`config.mk`:
```
export PLATFORM = sky130hd
export DESIGN_NAME = tiny_dnn_layer_seq
export DESIGN_NICKNAME = d
export VERILOG_FILES = /design/src/rtl/tiny_dnn_layer_seq.sv
export SDC_FILE = /design/constraint.sdc
export NUM_CORES = 1
export LEC_CHECK = 0
export ABC_AREA = 1
export CAP_MARGIN = 40
export CORE_MARGIN = 2
export CORE_UTILIZATION = 50
export DETAILED_ROUTE_END_ITERATION = 7
export GPL_ROUTABILITY_DRIVEN = 0
export PLACE_DENSITY = 0.72
export SLEW_MARGIN = 20
export SYNTH_ARGS = -nofsm -noshare
export SYNTH_HDL_FRONTEND = slang
export SYNTH_SLANG_ARGS = --single-unit
```
`constraint.sdc`:
```
create_clock -name clk -period 15.6 [get_ports clk]
set_clock_uncertainty 0.15 [all_clocks]
set_input_delay 2.34 -clock clk [delete_from_list [all_inputs] [get_ports clk]]
set_output_delay 2.34 -clock clk [all_outputs]
set_load 0.01 [all_outputs]
```
`src/rtl/tiny_dnn_layer_seq.sv`:
```
// Layer sequencer: queues packed layer descriptors, issues one layer at a time to the execution controller.
// Latency: descriptor pop -> s_init next cycle; s_fin -> layer_done next cycle -> next s_init the cycle after.
// Backpressure: cmd_ready low while the command FIFO is full (a same-cycle pop does not free the slot).
//
// Ports:
//   clk, rst                 clock, synchronous active-high reset
//   en                       sequencing enable (gates popping of new layers)
//   cmd_valid/cmd_ready/cmd_data  descriptor push interface, 83-bit packed descriptor
//   err_clr                  clears the sticky timeout flag
//   s_fin / s_init / run     handshake with the execution controller
//   backprop..kw             latched layer geometry, held stable for the whole layer
//   busy, layer_done, all_done, layer_cnt, timeout, fifo_cnt  host status
module tiny_dnn_layer_seq #(
  parameter int DEPTH = 4,
  parameter int TMO_W = 20
) (
  input  logic                       clk,
  input  logic                       rst,
  input  logic                       en,
  input  logic                       cmd_valid,
  output logic                       cmd_ready,
  input  logic [82:0]                cmd_data,
  input  logic                       err_clr,
  input  logic                       s_fin,
  output logic                       s_init,
  output logic                       run,
  output logic                       backprop,
  output logic [3:0]                 dd,
  output logic [3:0]                 id,
  output logic [9:0]                 is,
  output logic [4:0]                 ih,
  output logic [4:0]                 iw,
  output logic [3:0]                 od,
  output logic [9:0]                 os,
  output logic [4:0]                 oh,
  output logic [4:0]                 ow,
  output logic [9:0]                 fs,
  output logic [9:0]                 ks,
  output logic [4:0]                 kh,
  output logic [4:0]                 kw,
  output logic                       busy,
  output logic                       layer_done,
  output logic                       all_done,
  output logic [7:0]                 layer_cnt,
  output logic                       timeout,
  output logic [$clog2(DEPTH):0]     fifo_cnt
);

  localparam int AW = $clog2(DEPTH);
  localparam logic [AW:0] FULL_CNT = (AW+1)'(DEPTH);
  // Watchdog value in the cycle whose edge would make it all-ones.
  localparam logic [TMO_W-1:0] WD_LAST = {{(TMO_W-1){1'b1}}, 1'b0};
  localparam logic [TMO_W-1:0] WD_MAX  = {TMO_W{1'b1}};

  localparam logic [1:0] S_IDLE = 2'd0;
  localparam logic [1:0] S_INIT = 2'd1;
  localparam logic [1:0] S_RUN  = 2'd2;
  localparam logic [1:0] S_NEXT = 2'd3;

  logic [82:0]      mem [DEPTH];
  logic [AW:0]      wr_ptr;
  logic [AW:0]      rd_ptr;
  logic [1:0]       state;
  logic [TMO_W-1:0] wdog;
  logic [82:0]      cfg;
  logic             full;
  logic             empty;
  logic             push;
  logic             pop;
  logic             wd_fire;

  // Extra pointer bit distinguishes full from empty; difference is occupancy.
  assign fifo_cnt  = wr_ptr - rd_ptr;
  assign full      = (fifo_cnt == FULL_CNT);
  assign empty     = (fifo_cnt == '0);
  assign cmd_ready = !full && !rst;
  assign push      = cmd_valid && cmd_ready;

  // s_fin on the last watchdog cycle still counts as a normal completion.
  assign wd_fire = (state == S_RUN) && !s_fin && (wdog == WD_LAST);

  always_comb begin
    pop = 1'b0;
    if (state == S_IDLE)
      pop = en && !empty && !timeout;
    else if (state == S_NEXT)
      pop = en && !empty;
  end

  always_ff @(posedge clk) begin
    if (push)
      mem[wr_ptr[AW-1:0]] <= cmd_data;
  end

  always_ff @(posedge clk) begin
    if (rst) begin
      wr_ptr    <= '0;
      rd_ptr    <= '0;
      state     <= S_IDLE;
      wdog      <= '0;
      cfg       <= '0;
      timeout   <= 1'b0;
      layer_cnt <= 8'd0;
    end else begin
      if (push)
        wr_ptr <= wr_ptr + 1'b1;

      // Flush drops everything queued so far; a same-cycle push survives
      // because rd lands on the slot that push is writing.
      if (wd_fire)
        rd_ptr <= wr_ptr;
      else if (pop)
        rd_ptr <= rd_ptr + 1'b1;

      if (pop)
        cfg <= mem[rd_ptr[AW-1:0]];

      if (err_clr)
        timeout <= 1'b0;
      else if (wd_fire)
        timeout <= 1'b1;

      case (state)
        S_IDLE: begin
          if (pop)
            state <= S_INIT;
        end
        S_INIT: begin
          wdog  <= '0;
          state <= S_RUN;
        end
        S_RUN: begin
          if (wdog != WD_MAX)
            wdog <= wdog + 1'b1;
          if (s_fin)
            state <= S_NEXT;
          else if (wd_fire)
            state <= S_IDLE;
        end
        default: begin
          layer_cnt <= layer_cnt + 8'd1;
          state     <= pop ? S_INIT : S_IDLE;
        end
      endcase
    end
  end

  assign s_init     = (state == S_INIT);
  assign run        = (state == S_INIT) || (state == S_RUN);
  assign busy       = (state != S_IDLE);
  assign layer_done = (state == S_NEXT);
  // A pop never happens with the FIFO empty, so empty here means we return to IDLE.
  assign all_done   = (state == S_NEXT) && empty;

  assign backprop = cfg[82];
  assign dd       = cfg[81:78];
  assign id       = cfg[77:74];
  assign is       = cfg[73:64];
  assign ih       = cfg[63:59];
  assign iw       = cfg[58:54];
  assign od       = cfg[53:50];
  assign os       = cfg[49:40];
  assign oh       = cfg[39:35];
  assign ow       = cfg[34:30];
  assign fs       = cfg[29:20];
  assign ks       = cfg[19:10];
  assign kh       = cfg[9:5];
  assign kw       = cfg[4:0];

endmodule

```
# == Yosys cells after proc, flatten, opt, wreduce, memory -nomap -nowiden ==
# Memories as Yosys holds them, arrays and structs flattened. A register that Yosys moved wholly into a read port is not among the register bits.
# Index checks and enable logic that the tools add are counted.
# totals
register_bits,37
latchBits,0
mem_bits_rw,332
romBits,0
input_bits,89
output_inout_bits,101
word_cells,56
mem_count,1
# memory_table
memory,words,width,rd,rd_clocked_by_memory_dff,wr,line,text
mem,4,83,1,1,1,60,logic [82:0] mem [DEPTH];
# classes
addsub,5
mul,0
div,0
order_cmp,0
eq_ne,9
shift,0
muxes,13
bitwise_logic,0
reduce_logical,22
# ops
cell,n
one-hot mux 20 bit (2 select lines),1
adder 20 x 1 -> 20 bit (second input constant),1
== test 20 bit (second input constant),1
2-to-1 mux 20 bit,1
inequality test 20 bit (second input constant),1
adder 8 x 1 -> 8 bit (second input constant),1
logical AND 1 bit,7
adder 3 x 1 -> 3 bit (second input constant),2
2-to-1 mux 2 bit,3
2-to-1 mux 3 bit,2
one-hot mux 2 bit (3 select lines),1
nonzero test 2 bit,3
logical NOT 1 bit,5
2-to-1 mux 1 bit,5
== test 2 bit (second input constant),2
inequality test 2 bit (second input constant),2
AND reduction 2 bit,2
== test 3 bit (second input constant),1
logical NOT 3 bit,1
inequality test 3 bit (second input constant),1
OR reduction 3 bit,1
subtractor 3 bit,1
== test 2 x 1 -> 1 bit (second input constant),1
logical NOT 2 bit,1
2 further kinds,2

# == Logic depth before layout (Yosys ltp) ==
# logic_depth
ltp_word,8
depth_mapped,12
depth_no_buf,12

# == Least setup slack after synthesis ==
# OpenSTA, ideal clock, no wires.
# synth_path
path_kind,input to register
from,input rst
to,"memory mem[0][0], enable pin"
setup_ns,0.525
t_arrival_ns,6.421
required_ns,14.925
setup_slack_ns,8.504
stages,6
n_path_buf,1
cell_sequence,clkbuf_1 > inv_1 > nand2_1 > inv_1 > nand2_1 > nor2_1
# synth_between
elab_chain_cells,5
# synth_lines
element,line,text
start: declaration,18,"input logic rst,"
logical NOT 1 bit,76,assign cmd_ready = !full && !rst;
logical AND 1 bit,76,
via cmd_ready,21,"output logic cmd_ready,"
logical AND 1 bit,77,assign push = cmd_valid && cmd_ready;
2-to-1 mux 1 bit,91,if (push)
2-to-1 mux 1 bit (not written as such),92,mem[wr_ptr[AW-1:0]] <= cmd_data;
end: declaration,60,
# The timed path passes the listed nets, and every way through them passes these cells.

# == Worst setup path in the final report ==
# layout_path
from,input rst
to,output cmd_ready
# layout_between
elab_chain_cells,2
# layout_lines
element,line
logical NOT 1 bit,76
logical AND 1 bit,76
end: declaration,21
# No other way between the ends.

==> flow_metrics.env <==
export IMPL_finalCriticalPeriod_ns=6.365
export IMPL_worstSetupEndpointType="output pin"
export IMPL_finalMaxSlewViolations=0
export IMPL_worstPathArrival_ns=3.87
export IMPL_dr_pass1_iters=5
export IMPL_routed_wl_um=38150
export IMPL_postCtsSetupBuffers=0
export IMPL_slowest_stage="clkdlybuf4s50_1"
export IMPL_fin_ws_ns=9.235
export IMPL_setup_viol=0
export IMPL_cts_sinks=452
export IMPL_synth_cell_types=36
export IMPL_cp_top_family="buffers and inverters"
export IMPL_power_switching_mw=1.105
export IMPL_path_cells="buf_4 > inv_1 > nand2_1 > inv_1 > clkdlybuf4s50_1"
export IMPL_mostFrequentLayoutCells="edfxtp_1, nor2_1, clkdlybuf4s50_1, inv_1, dfxtp_1"
export IMPL_preCtsSetupSlack_ns=9.243
export IMPL_ctsResizeCount=0
export IMPL_tightest_slew_ns=0.8211
export IMPL_reg2reg_to="mem[3][6]$_DFFE_PP_"
export IMPL_avgSynthCellArea_um2=11.76
export IMPL_syn_inst=1511
export IMPL_fp_dieH_um=192.5
export IMPL_power_mw=3.637
export IMPL_core_region_area_um2=35310
export IMPL_required_ns=13.11
export IMPL_synth_seq_cells=452
export IMPL_fillCellCount=2746
export IMPL_fin_util=0.6163
export IMPL_p_int_mw=2.533
export IMPL_cts_root_buf="clkbuf_16"
export IMPL_tritoncts_num_buffers=47
export IMPL_cts_hold_buf=0
export IMPL_wl_per_cell_um=17.47
export IMPL_finalSetupTns_ns=0
export IMPL_clkPwrFrac=0.304
export IMPL_hpwl_um=22490
export IMPL_rrSetupSlack_ns=11.41
export IMPL_yosys_area_top_type="edfxtp_1"
export IMPL_crit_top_cell="inv_1"
export IMPL_cpPeakStageDelay_ns=0.50
export IMPL_fin_crit_sh=0.4080
export IMPL_holdPathEnd="layer_cnt[7]$_SDFFE_PP0N_"
export IMPL_grt_pass1_wl_um=59570
export IMPL_overflow=0
export IMPL_fmax_ghz=0.1571
export IMPL_cts_tree="built"
export IMPL_hold_depth=1
export IMPL_swShare=0.3037
export IMPL_cap_violations=0
export IMPL_synthTopCellsByArea="edfxtp_1, dfxtp_1, nor2_1"
export IMPL_hold_class="reg -> reg"
export IMPL_rsz0062_at_grt="false"
export IMPL_fp_row_count=69
export IMPL_clock_latency_ns=0.56
export IMPL_clock_path_buffers=3
export IMPL_worstSetupPathType="in -> out"
export IMPL_start_kind="primary input"
export IMPL_vias=11660
export IMPL_chipWidth_um=192.5
export IMPL_p_leak_nw=7.397
export IMPL_ys_seq_area_frac=0.6962
export IMPL_clk_pin_slew_worst_paths_ns=0.06
export IMPL_ir_worst_vdd_mv=0.1560
export IMPL_final_common_cell="edfxtp_1"
export IMPL_worstHoldStart="layer_cnt[7]$_SDFFE_PP0N_"
export IMPL_cts_htree_levels=2
export IMPL_grt_max_degree=93
export IMPL_synth_top_area_frac=0.5610
export IMPL_detail_route_antenna_nets=0
export IMPL_drc=0
export IMPL_die_area_um2=37060
export IMPL_yosys_warnings=0
export IMPL_port_buffers=189
export IMPL_hold_violations=0
export IMPL_seqPwrFrac=0.422
export IMPL_slew_headroom=0.4526
export IMPL_outcome="completed"
export IMPL_initial_utilization=0.5032
export IMPL_worst_path_buf_inv=4
export IMPL_combinationalPowerShare=0.275
export IMPL_antenna_found_initial=2
export IMPL_r2r_start="rd_ptr[1]$_SDFFE_PP0P_"
export IMPL_netlist_area_um2=17770
export IMPL_drive_above_1_share=0.07670
export IMPL_nets=1786
export IMPL_ios=190
export IMPL_r2r_cells=10
export IMPL_via_per_inst=5.337
export IMPL_grtUsageTotal=0.2070
export IMPL_grt_pass1_vias=11310
export IMPL_areaGrowthSynthToFinish_pct=22.47
export IMPL_drt_iter0_drc=851
export IMPL_path_max_fanout=41
export IMPL_power_density_nw_per_um2=167.1
export IMPL_synth_fp_nets=1615
cell families (layout without fill, tap and decap cells):
family / after synthesis / after routing / synth area share
fa+ha+maj: 15 / 15 / 0.01098
buf+inv: 217 / 427 / 0.05020
simple gates: 447 / 447 / 0.1028
compound gates: 374 / 374 / 0.1368
other cells: 0 / 2 / 0
flops: 452 / 452 / 0.6962
xor+xnor: 6 / 6 / 0.002957
how the worst max path moves through the flow:
stage / startpoint / slack [ns] / to / cells past startpoint
6_report: rst / 9.24 / cmd_ready / 5
5_1_grt: rst / 9.12 / cmd_ready / 5
4_1_cts: rst / 9.22 / cmd_ready / 5
3_5_place_dp: rst / 9.24 / cmd_ready / 5
3_3_place_gp: rst / 9.23 / cmd_ready / 5
2_1_floorplan: rst / 8.50 / mem[0][0]$_DFFE_PP_ / 6
power by group through the flow:
| stage | Clock, mW | Combinational [mW] | Sequential (mW) |
|---|---|---|---|
| 2_1_floorplan | 0 | 0.567 | 1.58 |
| 5_1_grt | 1.17 | 1.11 | 1.55 |
| 6_report | 1.10 | 1.00 | 1.53 |
| 4_1_cts | 1.12 | 0.983 | 1.55 |
| 3_3_place_gp | 0 | 0.930 | 1.58 |
| 3_5_place_dp | 0 | 0.973 | 1.58 |
state kept, by name, indices dropped and copies added, names as in the netlist:
name	flops
wr_ptr	3
layer_cnt	8
rd_ptr	3
cfg	83
timeout	1
state	2
wdog	20
mem	332
per-stage QoR:
step                      hold WS (ns)  instance area, um^2  std cells
after floorplan                 0.2972                17770       1511
after global placement          0.3038                19950       2083
after CTS                       0.3065                21680       2179
after global routing            0.3397                21760       2182
final                           0.3030                21760       2184
after detailed placement        0.2971                20120       2091
worst reg2reg max path, stage by stage (launching register included):
cell and delay [ns]:
dfxtp_4 0.88, fa_1 0.56, nand2_1 0.07, inv_1 0.05, nand2_1 0.07, nand2_1 0.05
inv_1 0.15, nand2_1 0.31, nor2_4 0.68, buf_4 0.57, buf_12 0.31
area by class of cell:
class,count,area [um^2],area share
flip-flops and latches,452,12380,0.5689
clock inverters,24,251.5,0.01156
multi-input cells,842,4543,0.2088
repair buffers,209,2200,0.1011
diodes,2,5.005,0.0002300
clock buffers,64,1311,0.06025
inverters,130,495.5,0.02277
well taps,461,576.8,0.02650
cell usage after synthesis (all sizes together):
cell type    n
nor3         6
fa           1
ha          14
nand2       98
o21a        83
dfxtp      120
a211oi       1
o21bai       4
o21ai       92
a31oi        1
xnor2        2
a21oi      110
or2          4
nor2       298
inv        130
nand4        8
edfxtp     332
nand3       33
clkbuf      50
xor2         4
buf         37
o32ai       83
routing by layer:
metal	track usage	vias to the layer above	wire length, um
met5	0	-	0
met4	0.04991	0	620
met3	0.04255	53	2754
met2	0.3441	338	18130
met1	0.2805	5580	16650
li1	-	5685	-
(Power assumes the default switching activity.)
